$ cat src/rtl/pc_unit.sv
// Program-counter unit: holds the PC, selects the next PC (seq/branch/jump/reg/call/ret),
// keeps a circular return-address stack and redirects to the exception vector.
module pc_unit #(
    parameter int                WIDTH      = 32,
    parameter logic [WIDTH-1:0]  RESET_ADDR = '0,
    parameter logic [WIDTH-1:0]  EXC_VECTOR = WIDTH'('h80),
    parameter int                RAS_DEPTH  = 4,
    parameter int                INC        = 4
) (
    input  logic             CLK,
    input  logic             RST,
    input  logic             PCWre,
    input  logic [2:0]       PCSrc,
    input  logic [15:0]      Imm,
    input  logic [25:0]      JTarget,
    input  logic [WIDTH-1:0] RegTarget,
    input  logic             exc_req,
    output logic [WIDTH-1:0] PCOut,
    output logic [WIDTH-1:0] PCPlus4,
    output logic [WIDTH-1:0] EPC,
    output logic             ras_empty,
    output logic             ras_full,
    output logic             ras_ovf,
    output logic             ras_unf,
    output logic             misalign
);
    localparam int PW = $clog2(RAS_DEPTH);
    localparam int CW = PW + 1;

    typedef enum logic [2:0] {
        SRC_SEQ  = 3'b000,
        SRC_BR   = 3'b001,
        SRC_J    = 3'b010,
        SRC_JR   = 3'b011,
        SRC_CALL = 3'b100,
        SRC_RET  = 3'b101
    } pcsrc_e;

    logic [WIDTH-1:0] pc_q, pc_d, epc_q, epc_d;
    logic [WIDTH-1:0] ras_q [RAS_DEPTH];
    logic [PW-1:0]    top_q, top_d;
    logic [CW-1:0]    cnt_q, cnt_d;
    logic             ovf_q, ovf_d, unf_q, unf_d, mis_q, mis_d;
    logic             push;

    logic [WIDTH-1:0] pc_plus, br_tgt, j_tgt, reg_tgt;

    assign pc_plus = pc_q + WIDTH'(INC);
    assign br_tgt  = pc_plus + {{(WIDTH-18){Imm[15]}}, Imm, 2'b00};
    assign j_tgt   = {pc_plus[WIDTH-1:28], JTarget, 2'b00};
    assign reg_tgt = {RegTarget[WIDTH-1:2], 2'b00};

    assign ras_empty = (cnt_q == '0);
    assign ras_full  = (cnt_q == CW'(RAS_DEPTH));

    always_comb begin
        pc_d  = pc_q;
        epc_d = epc_q;
        top_d = top_q;
        cnt_d = cnt_q;
        ovf_d = ovf_q;
        unf_d = unf_q;
        mis_d = mis_q;
        push  = 1'b0;
        if (PCWre) begin
            if (exc_req) begin
                pc_d  = EXC_VECTOR;
                epc_d = pc_q;
            end else begin
                case (pcsrc_e'(PCSrc))
                    SRC_SEQ: pc_d = pc_plus;
                    SRC_BR:  pc_d = br_tgt;
                    SRC_J:   pc_d = j_tgt;
                    SRC_JR: begin
                        pc_d = reg_tgt;
                        if (RegTarget[1:0] != 2'b00) mis_d = 1'b1;
                    end
                    SRC_CALL: begin
                        // Wrapping the top pointer overwrites the oldest entry when full.
                        pc_d  = j_tgt;
                        push  = 1'b1;
                        top_d = top_q + PW'(1);
                        if (ras_full) ovf_d = 1'b1;
                        else          cnt_d = cnt_q + CW'(1);
                    end
                    SRC_RET: begin
                        if (ras_empty) begin
                            pc_d  = reg_tgt;
                            unf_d = 1'b1;
                        end else begin
                            pc_d  = ras_q[top_q];
                            top_d = top_q - PW'(1);
                            cnt_d = cnt_q - CW'(1);
                        end
                    end
                    default: pc_d = pc_q;
                endcase
            end
        end
    end

    always_ff @(posedge CLK or posedge RST) begin
        if (RST) begin
            pc_q  <= RESET_ADDR;
            epc_q <= '0;
            top_q <= '0;
            cnt_q <= '0;
            ovf_q <= 1'b0;
            unf_q <= 1'b0;
            mis_q <= 1'b0;
        end else begin
            pc_q  <= pc_d;
            epc_q <= epc_d;
            top_q <= top_d;
            cnt_q <= cnt_d;
            ovf_q <= ovf_d;
            unf_q <= unf_d;
            mis_q <= mis_d;
        end
    end

    // Stack contents need no reset: count gates every read.
    always_ff @(posedge CLK) begin
        if (push) ras_q[top_d] <= pc_plus;
    end

    assign PCOut    = pc_q;
    assign PCPlus4  = pc_plus;
    assign EPC      = epc_q;
    assign ras_ovf  = ovf_q;
    assign ras_unf  = unf_q;
    assign misalign = mis_q;
endmodule

$ cat config.mk
export PLATFORM = sky130hd
export DESIGN_NAME = pc_unit
export DESIGN_NICKNAME = d
export VERILOG_FILES = /design/src/rtl/pc_unit.sv
export SDC_FILE = /design/constraint.sdc
export NUM_CORES = 1
export LEC_CHECK = 0
export BUFFER_PORTS_ARGS = -buffer_cell sky130_fd_sc_hd__buf_2
export CORE_MARGIN = 4
export CORE_UTILIZATION = 53
export CTS_BUF_LIST = sky130_fd_sc_hd__clkbuf_2
export DETAILED_ROUTE_END_ITERATION = 10
export GPL_ROUTABILITY_DRIVEN = 0
export PLACE_DENSITY = 0.88
export SLEW_MARGIN = 25
export SYNTH_ARGS = -nofsm -noshare
export SYNTH_HDL_FRONTEND = slang
export SYNTH_SLANG_ARGS = --single-unit
$ cat constraint.sdc
create_clock -name CLK -period 5.1 [get_ports CLK]
set_input_delay 0.51 -clock CLK [delete_from_list [all_inputs] [get_ports CLK]]
set_output_delay 0.51 -clock CLK [all_outputs]
set_load 0.02 [all_outputs]
==> summary.txt, run 1 <==
Clock Skews: 0.0490 ns
GR Util met2: 44.2%
Worst-Skew Late Latency: 0.82 ns
Drt drc: 0
Yosys warning count: 0
Post-route setup slack: 0.715 ns
Worst hold path class: in -> reg
Post-DP HPWL: 21,400 um
Critical path cell sequence: and3_1 > nand4_2 > xnor2_1 > ha_1 > and4_4 > a221o_1 > a311oi_2 > a211oi_2 > or4_1 > a31oi_1 > a311o_2 > o21ai_1
Crit path max-delay family: simple AND/OR/NAND/NOR gates
Critical path buffers and inverters: 0
Maximum clock path buffer count: 2
Vias: 8,572
EDFF count, synth: 128
ANT nets after route: 0
Worst endpoint required time: 5.82 ns
Slew Limit Fails: 0
TritonCTS clock tree: done
Most Crowded Layer GR: met2
Wire per inst: 23.2 um
Hold endpoint: PCOut[20]
Hold Crit Start: RegTarget[20]
FMAX: 228 MHz
First-pass GRT wire length: 46,800 um
Worst slew margin: 29.4%
CP Max Fanout: 8
Max cap viols: 0
Final Hold Fails: 0
Hold Worst Slack: 0.0969 ns
Share of the synthesized area in the top cell type: 36.4%
Area grow syn2layout: 15.3%
Final cell count without fillers: 1,326
Avg Vias per Cell: 6.46
WS Path Type: reg -> reg
Final sum of negative setup slack: 0 ns
Antenna violations before repair: 1
Root buf cell: clkbuf_2
Core area: 19,500 um^2
Average size of a mapped cell: 12.2 um^2
Leak pwr: 0.00518 uW
FFs w/ async S/R, synth: 36.0%
Met3 usage: 6.65%
Met1 usage: 36.9%
Drt total wl: 30,700 um
GRT overflow: 0
Mapped Area: 10,500 um^2
All-Layer GR Usage: 27.7%
Initial DRC Count: 986
Vias in the first global route: 8,342
H-tree levels: 4
Reg2Reg Setup Slack: 0.72 ns
R2r endpoint: PCOut[23]
RR Startpoint: PCOut[4]
Top post-synthesis cells by area: edfxtp_1 36%, dfrtp_1 17%, mux4_2 6.8%
CTS sink cnt: 200
Nets: 1,165
CTS Buf Count: 17
Clock Pin Slew Worst Setup and Hold Paths: 0.31 ns
Largest net degree at the start of global routing: 73
Die area: 22,200 um^2
Slowest Stage Delay on Critical Path: 0.62 ns
WHS Path Cells: 5
Cell variety after synth: 68
Buffers on Ports: 181
RSZ-0062 raised after global routing: false
PostCTS Resize Cnt: 0
Initial Utilization: 54.0%
Die H: 149 um
Crit path DAT: 5.11 ns
Most common cell after layout, fill and taps aside: buf_2
Most frequent cells in the layout: 181 x buf_2, 128 x edfxtp_1, 71 x dfrtp_1
Least-Margin Pin Slew: 1.05 ns
Share of cells above drive strength 1: 29.4%
Slowest CP cell: xnor2_1
Status: completed
Pwr Total: 4290 uW
Power Dens Cells: 352 nW/um^2
Dpl ws: 0.901 ns
Finish-stage setup viols: 0
Synth Flop Type: edfxtp_1
#FFs+latches synth: 200
Setup crit end kind: flop
Maximum VDD drop: 338 uV
Syn_nets: 980
Post-CTS setup repair buffer count: 0
DR pass1 iterations: 5
Die width: 149 um
Worst Setup Start Kind: flop
Crit share post-route: 86.0%
Register area share after synthesis: 53.5%
FP Rows: 51
Yosys top cell by area: edfxtp_1
Cell count after synthesis: 862
Placed cell count: 1,278
I/O pin total: 182
Worst r2r path cells: 12
Period minus WS final: 4.38 ns
==> flip-flops by register name, summed over array words and instances, names as in the netlist <==
signal and cells:
ras_ovf 1, ras_q 128, PCOut 32, cnt_q 3, top_q 2, EPC 32
ras_unf 1, misalign 1
==> tightest hold or removal path: stages <==
cell and delay, ns:
buf_2 0.10, nand2_1 0.04, a21oi_1 0.05, a21oi_1 0.10
o21ai_0 0.09
==> worst max path at each step <==
| stage | depth (start not counted) | slack (ns) | to | startpoint |
|---|---|---|---|---|
| 2_1_floorplan | 4 | 0.37 | ras_q[1][0] | top_q[0] |
| 3_3_place_gp | 12 | 1.12 | PCOut[23] | PCOut[4] |
| 3_5_place_dp | 13 | 0.90 | PCOut[23] | PCOut[3] |
| 4_1_cts | 7 | 0.85 | PCPlus4[28] | PCOut[11] |
| 5_1_grt | 13 | 0.47 | PCOut[23] | PCOut[3] |
| 6_report | 12 | 0.72 | PCOut[23] | PCOut[4] |
==> stage by stage <==
step / instance area (um^2) / utilization [%]
2_1_floorplan: 10600 / -
3_3_place_gp: 11800 / 60.3
3_5_place_dp: 11800 / 60.3
4_1_cts: 12200 / 62.3
5_1_grt: 12200 / 62.3
6_report: 12200 / 62.3
==> logic make-up after synthesis <==
logic type / Yosys count / synth area share, %
xor gates and xnor gates: 53 / 4.40
and+or+nand+nor: 195 / 8.87
adders and majority gates: 37 / 4.53
DFF: 200 / 53.5
muxes: 64 / 10.2
AOI/OAI and AO/OA: 245 / 15.9
buffers and inverters: 68 / 2.60
==> cells in the mapped netlist (3+ instances only) <==
master and instances:
o31ai_1 5, xnor2_1 27, o21ai_0 58, buf_2 9
or3_1 3, clkbuf_1 36, xor2_1 26, a22o_1 5
o2111ai_1 4, mux4_2 32, ha_1 35, mux2_2 29
and2_1 4, a211oi_1 3, a21o_1 19, nor4_1 3
o211ai_1 9, a221o_1 16, a222oi_1 6, a22oi_1 6
nor3_1 10, a221oi_1 13, nand3b_1 3, a21oi_1 53
a31oi_1 10, nor2_1 38, inv_1 19, dfrtp_1 72
nand2b_1 4, nor2b_1 6, o21a_1 10, nand4_1 10
mux2i_1 3, nand3_1 21, nand2_1 71, edfxtp_1 128
and3_1 11, a32o_1 3
==> power breakdown <==
part	internal [uW]	switching (uW)	total (uW)	leakage (uW)
Clock	204	589	793	0.000151
Combinational	624	809	1430	0.00290
Sequential	1870	194	2060	0.00212
Total	2690	1590	4290	0.00518
==> repair_timing <==
action	4_1_cts	5_1_grt
setup endpoints to repair	0	0
endpoints found under the hold margin	84	0
hold buffers	15	0
==> final cells by class <==
type | instances | area, um^2
multi-input cells | 594 | 4670
fillers | 1545 | 7360
clock buffers | 17 | 85.1
flip-flops and latches | 200 | 5650
well taps | 265 | 332
inverters | 19 | 72.6
repair buffers | 215 | 1200
diodes | 1 | 2.50
clock inverters | 15 | 154
==> metal layers <==
layer,up-vias,share of wire (%),wire (um)
li1,3720,-,-
met3,91,12,3610
met2,618,47,14500
met1,4143,37,11500
met4,0,3.8,1150
met5,-,0,0
Power figures use the tool's default switching activity.
==> run 2, diff against run 1 <==
CORE_UTILIZATION = 55   (was 53)
PLACE_DENSITY = 0.87   (was 0.88)
clock period = 4.1 ns   (was 5.1 ns; I/O delays follow)
==> summary.txt, run 2 (synthesis gave the netlist of run 1 again) <==
Clock Skews: 0.0701 ns (+0.0211 ns)
Finish-stage setup viols: 0 (unchanged)
RSZ-0062 raised after global routing: true
Wire per inst: 24.2 um (+4.4%)
H-tree levels: 4 (unchanged)
First-pass GRT wire length: 48,800 um (+4.4%)
Nets: 1,197 (+2.7%)
ANT nets after route: 0 (unchanged)
Worst hold path class: in -> reg
Most common cell after layout, fill and taps aside: buf_2
Dpl ws: 0.213 ns (-0.689 ns)
Die area: 21,500 um^2 (-3.4%)
Slowest Stage Delay on Critical Path: 0.55 ns (-0.07 ns)
FP Rows: 50 (-2.0%)
Post-route setup slack: 0.107 ns (-0.608 ns)
Crit path max-delay family: simple AND/OR/NAND/NOR gates
Core area: 18,800 um^2 (-3.9%)
Die width: 146 um (-1.7%)
Antenna violations before repair: 2 (+1)
Worst Setup Start Kind: flop
Final sum of negative setup slack: 0 ns (unchanged)
CTS sink cnt: 200 (unchanged)
WS Path Type: reg -> reg
Initial Utilization: 56.2% (+2.2 points)
Most frequent cells in the layout: 181 x buf_2, 128 x edfxtp_1, 71 x nand2_1
Setup crit end kind: flop
Power Dens Cells: 438 nW/um^2 (+24%)
Buffers on Ports: 181 (unchanged)
I/O pin total: 182 (unchanged)
Least-Margin Pin Slew: 0.961 ns (-0.0943 ns)
Slowest CP cell: dfrtp_1
Crit share post-route: 97.4% (+11 points)
Avg Vias per Cell: 6.71 (+3.8%)
Vias in the first global route: 8,806 (+5.6%)
Status: completed
CP Max Fanout: 10 (+2)
Drt drc: 0 (unchanged)
CTS Buf Count: 17 (unchanged)
Final Hold Fails: 0 (unchanged)
Critical path buffers and inverters: 0 (unchanged)
Max cap viols: 0 (unchanged)
Maximum VDD drop: 206 uV (-39%)
Critical path cell sequence: and4_1 > nand3_1 > nor2_2 > and3_1 > nand2_1 > or3_1 > nand2_1 > ha_1 > a31oi_2 > mux2i_1 > a221oi_1 > a31oi_1 > a21o_1 > a22o_1
Clock Pin Slew Worst Setup and Hold Paths: 0.35 ns (+0.04 ns)
Root buf cell: clkbuf_2
Die H: 146 um (-1.7%)
Post-CTS setup repair buffer count: 0 (unchanged)
TritonCTS clock tree: done
Leak pwr: 0.00537 uW (+3.6%)
Drt total wl: 32,100 um (+4.5%)
Share of cells above drive strength 1: 31.8% (+2.3 points)
Initial DRC Count: 1,226 (+24%)
Worst endpoint required time: 4.80 ns (-1.02 ns)
Number of flip-flops in the largest register: 128 (unchanged)
Worst slew margin: 35.4% (+6.0 points)
Worst-Skew Late Latency: 0.83 ns (about the same)
All-Layer GR Usage: 29.4% (+1.7 points)
Largest net degree at the start of global routing: 48 (-34%)
Post-DP HPWL: 22,200 um (+4.1%)
Crit path DAT: 4.69 ns (-0.42 ns)
Period minus WS final: 3.99 ns (-0.392 ns)
Vias: 8,907 (+3.9%)
Top reg by flops: ras_q
Maximum clock path buffer count: 2 (unchanged)
Slew Limit Fails: 0 (unchanged)
Crit path top cell by count: nand2_1
GRT overflow: 0 (unchanged)
DR pass1 iterations: 9 (+4)
FMAX: 250 MHz (+9.8%)
Area grow syn2layout: 18.0%
-- run 2: cell count changes in the layout (fill, tap and decap cells not counted), sizes merged --
| cell | before | now |
|---|---|---|
| buf | 200 | 225 |
| bufinv | 1 | 2 |
| clkbuf | 17 | 18 |
| clkinv | 3 | 4 |
| dlygate4sd3 | 15 | 22 |
| inv | 30 | 27 |
-- run 2: worst paths after layout --
kind                             start  cells after the start  slack, ns   endpoint
max in group asynchronous          RST                      4       2.85   PCOut[8]
setup / recovery             PCOut[14]                     14       0.11  PCOut[25]
setup reg to reg             PCOut[14]                     14       0.11  PCOut[25]
min in group asynchronous          RST                      3       0.15   misalign
hold / removal             JTarget[12]                      5       0.02  PCOut[14]
hold reg to reg               misalign                      1       0.51   misalign
-- run 2: report_power, final --
group	internal, uW	switching, uW
clock network	306	718
logic	818	1050
registers	2320	238
total	3450	2010
-- run 2: what timing repair did --
action	in CTS	in global routing
hold endpoints to repair	41	1
gates resized for setup	0	12
setup endpoints to repair	0	8
hold buffers	21	1
-- run 2: layout make-up --
type | count | area (um^2)
clock buffers | 18 | 90.1
repair buffers | 247 | 1460
fillers | 1294 | 6320
flip-flops and latches | 200 | 5650
inverters | 19 | 71.3
diodes | 1 | 2.50
clock inverters | 14 | 163
multi-input cells | 594 | 4720
well taps | 234 | 293
-- run 2: through the flow --
stage / cell area (um^2) / hold WS, ns / power [uW] / std cells / util, %
final: 12400 / 0.0226 / 5450 / 1327 / 66.3
after global routing: 12400 / 0.0101 / 5680 / 1327 / 66.3
after CTS: 12400 / 0.00122 / 5400 / 1325 / 66.0
after detailed placement: 11900 / 0.448 / 4390 / 1272 / 63.5
after global placement: 11900 / 0.442 / 4340 / 1272 / 63.5
after floorplan: 10600 / 0.511 / 3790 / 862 / -
-- run 2: worst reg2reg max path: stages, from the launching register on --
cell      delay, ns
dfrtp_1        0.55
and4_1         0.27
nand3_1        0.26
nor2_2         0.25
and3_1         0.23
nand2_1        0.07
or3_1          0.34
nand2_1        0.21
ha_1           0.39
a31oi_2        0.30
mux2i_1        0.13
a221oi_1       0.32
a31oi_1        0.16
a21o_1         0.21
a22o_1         0.18
-- run 2: layer usage --
| metal | vias up | track usage (%) | wire (um) | share of wire, % |
|---|---|---|---|---|
| met1 | 4261 | 38.6 | 11600 | 36 |
| met2 | 688 | 46.8 | 14900 | 46 |
| met5 | - | 0 | 13 | 0.041 |
| li1 | 3792 | - | - | - |
| met4 | 2 | 13.8 | 1740 | 5.4 |
| met3 | 164 | 6.80 | 3910 | 12 |
==> run 3, diff against run 2 <==
ABC_AREA = 1   (was unset)
==> summary.txt, run 3 <==
CP Max Fanout: 6 (-4)
Clock Skews: 0.0421 ns (-0.0280 ns)
Die width: 151 um (+3.1%)
Hold Worst Slack: 0.0491 ns (+0.0265 ns)
EDFF count, synth: 128 (unchanged)
Critical path buffers and inverters: 3 (+3)
All-Layer GR Usage: 32.4% (+3.0 points)
Share of the synthesized area in the top cell type: 34.1% (-2.3 points)
Largest net degree at the start of global routing: 60 (+25%)
Mapped Area: 11,300 um^2 (+6.7%)
First-pass GRT wire length: 55,800 um (+14%)
#FFs+latches synth: 200 (unchanged)
Worst hold path class: in -> reg
Root buf cell: clkbuf_2
Clock Pin Slew Worst Setup and Hold Paths: 0.30 ns (-0.05 ns)
Drt total wl: 37,200 um (+16%)
Worst slew margin: 34.0% (-1.4 points)
Yosys top cell by area: edfxtp_1
Top reg by flops: ras_q
RSZ-0062 raised after global routing: false
Max cap viols: 0 (unchanged)
Period minus WS final: 3.70 ns (-0.294 ns)
Most common cell after layout, fill and taps aside: nand2_1
Finish-stage setup viols: 0 (unchanged)
Die H: 151 um (+3.1%)
Crit share post-route: 90.2% (-7.2 points)
Yosys warning count: 0 (unchanged)
WHS Path Cells: 7 (+2)
FFs w/ async S/R, synth: 36.0% (unchanged)
Worst r2r path cells: 22 (+8)
Least-Margin Pin Slew: 0.987 ns (+0.0259 ns)
I/O pin total: 182 (unchanged)
CTS sink cnt: 200 (unchanged)
Maximum VDD drop: 213 uV (+3.7%)
Area grow syn2layout: 14.4%
Leak pwr: 0.00611 uW (+14%)
Worst endpoint required time: 4.81 ns (about the same)
H-tree levels: 4 (unchanged)
Post-route cell area: 12,900 um^2 (+3.5%)
Syn_nets: 1,452 (+48%)
Avg Vias per Cell: 5.99 (-11%)
Antenna violations before repair: 1 (-1)
Post-CTS setup repair buffer count: 0 (unchanged)
Placed Area: 12,500 um^2 (+4.9%)
Most numerous cell in the Yosys netlist: nand2_1
Core area: 20,200 um^2 (+7.5%)
Top post-synthesis cells by area: edfxtp_1 34%, dfrtp_1 16%, nand2_1 15%
Slew Limit Fails: 0 (unchanged)
Initial Utilization: 55.8% (-0.38 points)
Die area: 22,800 um^2 (+6.4%)
Maximum clock path buffer count: 2 (unchanged)
Share of cells above drive strength 1: 18.2% (-14 points)
Average size of a mapped cell: 8.44 um^2 (-31%)
Nets: 1,647 (+38%)
Levels on crit path: 22 (+8)
Setup crit end kind: flop
Post-DP HPWL: 27,300 um (+23%)
Number of flip-flops in the largest register: 128 (unchanged)
FMAX: 270 MHz (+7.9%)
Vias: 10.9k (+22%)
DR pass1 iterations: 8 (-1)
Crit path max-delay family: simple AND/OR/NAND/NOR gates
Synth Flop Type: edfxtp_1
TritonCTS clock tree: done
Critical path cell sequence: ha_1 > nand3_1 > nor2_2 > nand3_2 > nor2_1 > nand2_1 > o21ai_0 > inv_1 > ha_1 > nand2_1 > inv_1 > nand2_1 > nor3_1 > inv_1 > nor2_1 > nand2_1 > nand2_1 > nand2_1 > nand3_1 > nand2_1 > nand2_1 > nand2_1
FP Rows: 52 (+4.0%)
Post-synth top cells: 438 x nand2_1, 142 x inv_1, 128 x edfxtp_1, 89 x nor2_1, 76 x a21oi_1
Wire per inst: 20.5 um (-15%)
ANT nets after route: 0 (unchanged)
Crit path top cell by count: nand2_1
Register area share after synthesis: 50.1% (-3.4 points)
Initial DRC Count: 1,423 (+16%)
Final Hold Fails: 0 (unchanged)
CTS Buf Count: 17 (unchanged)
Slowest CP cell: dfrtp_1
Slowest Stage Delay on Critical Path: 0.48 ns (-0.07 ns)
Worst Setup Start Kind: flop
Cell count after synthesis: 1,334 (+55%)
Status: completed
Buffers on Ports: 181 (unchanged)
Most frequent cells in the layout: 437 x nand2_1, 181 x buf_2, 141 x inv_1
Crit path DAT: 4.41 ns (-0.28 ns)
WS Path Type: reg -> reg
Drt drc: 0 (unchanged)
Worst-Skew Late Latency: 0.79 ns (-0.04 ns)
Pwr Total: 5220 uW (-4.2%)
Power Dens Cells: 405 nW/um^2 (-7.5%)
Vias in the first global route: 10.3k (+17%)
Final sum of negative setup slack: 0 ns (unchanged)
Cell variety after synth: 47 (-31%)
GRT overflow: 0 (unchanged)
-- run 3: changes by cell type after synthesis, sizes merged, moves of 19 or more --
cell,previous run,this run
nor2,38,102
a21oi,53,76
mux4,32,0
a22oi,6,43
nand2,72,445
nand3,21,57
inv,19,145
xnor2,27,2
clkbuf,36,16
mux2,29,10
-- run 3: power breakdown --
| part | internal, uW | switching [uW] |
|---|---|---|
| clock network | 237 | 719 |
| logic | 547 | 1270 |
| registers | 2300 | 141 |
| total | 3090 | 2130 |
-- run 3: layout make-up --
cell class,count,area (um^2)
fill,1651,7280
sequential,200,5650
multi-input combinational,949,4910
timing repair buffer,215,1210
inverter,146,548
tap,270,338
clock inverter,14,144
clock buffer,18,90.1
antenna,2,5.00
-- run 3: logic make-up (layout without fill, tap and decap cells) --
group	Yosys count	count (layout)	synth area share, %
other	0	2	0
AND/OR/NAND/NOR	651	651	24.1
adder cells (fa/ha/maj)	37	37	4.24
AO/OA/AOI/OAI	225	225	11.9
buffers and inverters	185	393	6.54
flip-flops	200	200	50.1
XOR/XNOR	26	26	2.09
multiplexers	10	10	1.00
-- run 3: repair_timing --
action | CTS | global route
hold endpoints to repair | 24 | 0
hold buffers | 14 | 0
resized for setup | 0 | 0
-- run 3: metrics by stage --
stage          utilization [%]  cells  setup slack, ns
2_1_floorplan                -   1334            0.924
5_1_grt                   63.9   1813            0.165
6_report                  63.9   1814            0.401
4_1_cts                   63.9   1812            0.520
3_3_place_gp              62.0   1766            0.675
3_5_place_dp              62.0   1766            0.576
-- run 3: worst paths after layout --
| path | from | to | slack, ns |
|---|---|---|---|
| min | JTarget[13] | PCOut[15] | 0.05 |
| max | PCOut[2] | PCOut[28] | 0.40 |
| min reg2reg | EPC[9] | EPC[9] | 0.53 |
| max in group asynchronous | RST | PCOut[30] | 2.87 |
| min in group asynchronous | RST | EPC[1] | 0.06 |
| max reg2reg | PCOut[2] | PCOut[28] | 0.40 |
-- run 3: routing by layer --
metal	wire length [um]	track usage [%]	share of wire, %
met1	12700	42.1	34
met2	16500	50.2	45
met3	5650	8.17	15
met4	2250	17.2	6.1
met5	0	0	0
-- run 3: worst reg2reg max path: stages (launching register included) --
cell and delay (ns):
dfrtp_1 0.48, ha_1 0.21, nand3_1 0.17, nor2_2 0.29, nand3_2 0.16, nor2_1 0.14, nand2_1 0.09, o21ai_0 0.24
inv_1 0.25, ha_1 0.45, nand2_1 0.11, inv_1 0.08, nand2_1 0.08, nor3_1 0.21, inv_1 0.06, nor2_1 0.08
nand2_1 0.07, nand2_1 0.08, nand2_1 0.05, nand3_1 0.08, nand2_1 0.10, nand2_1 0.07, nand2_1 0.06
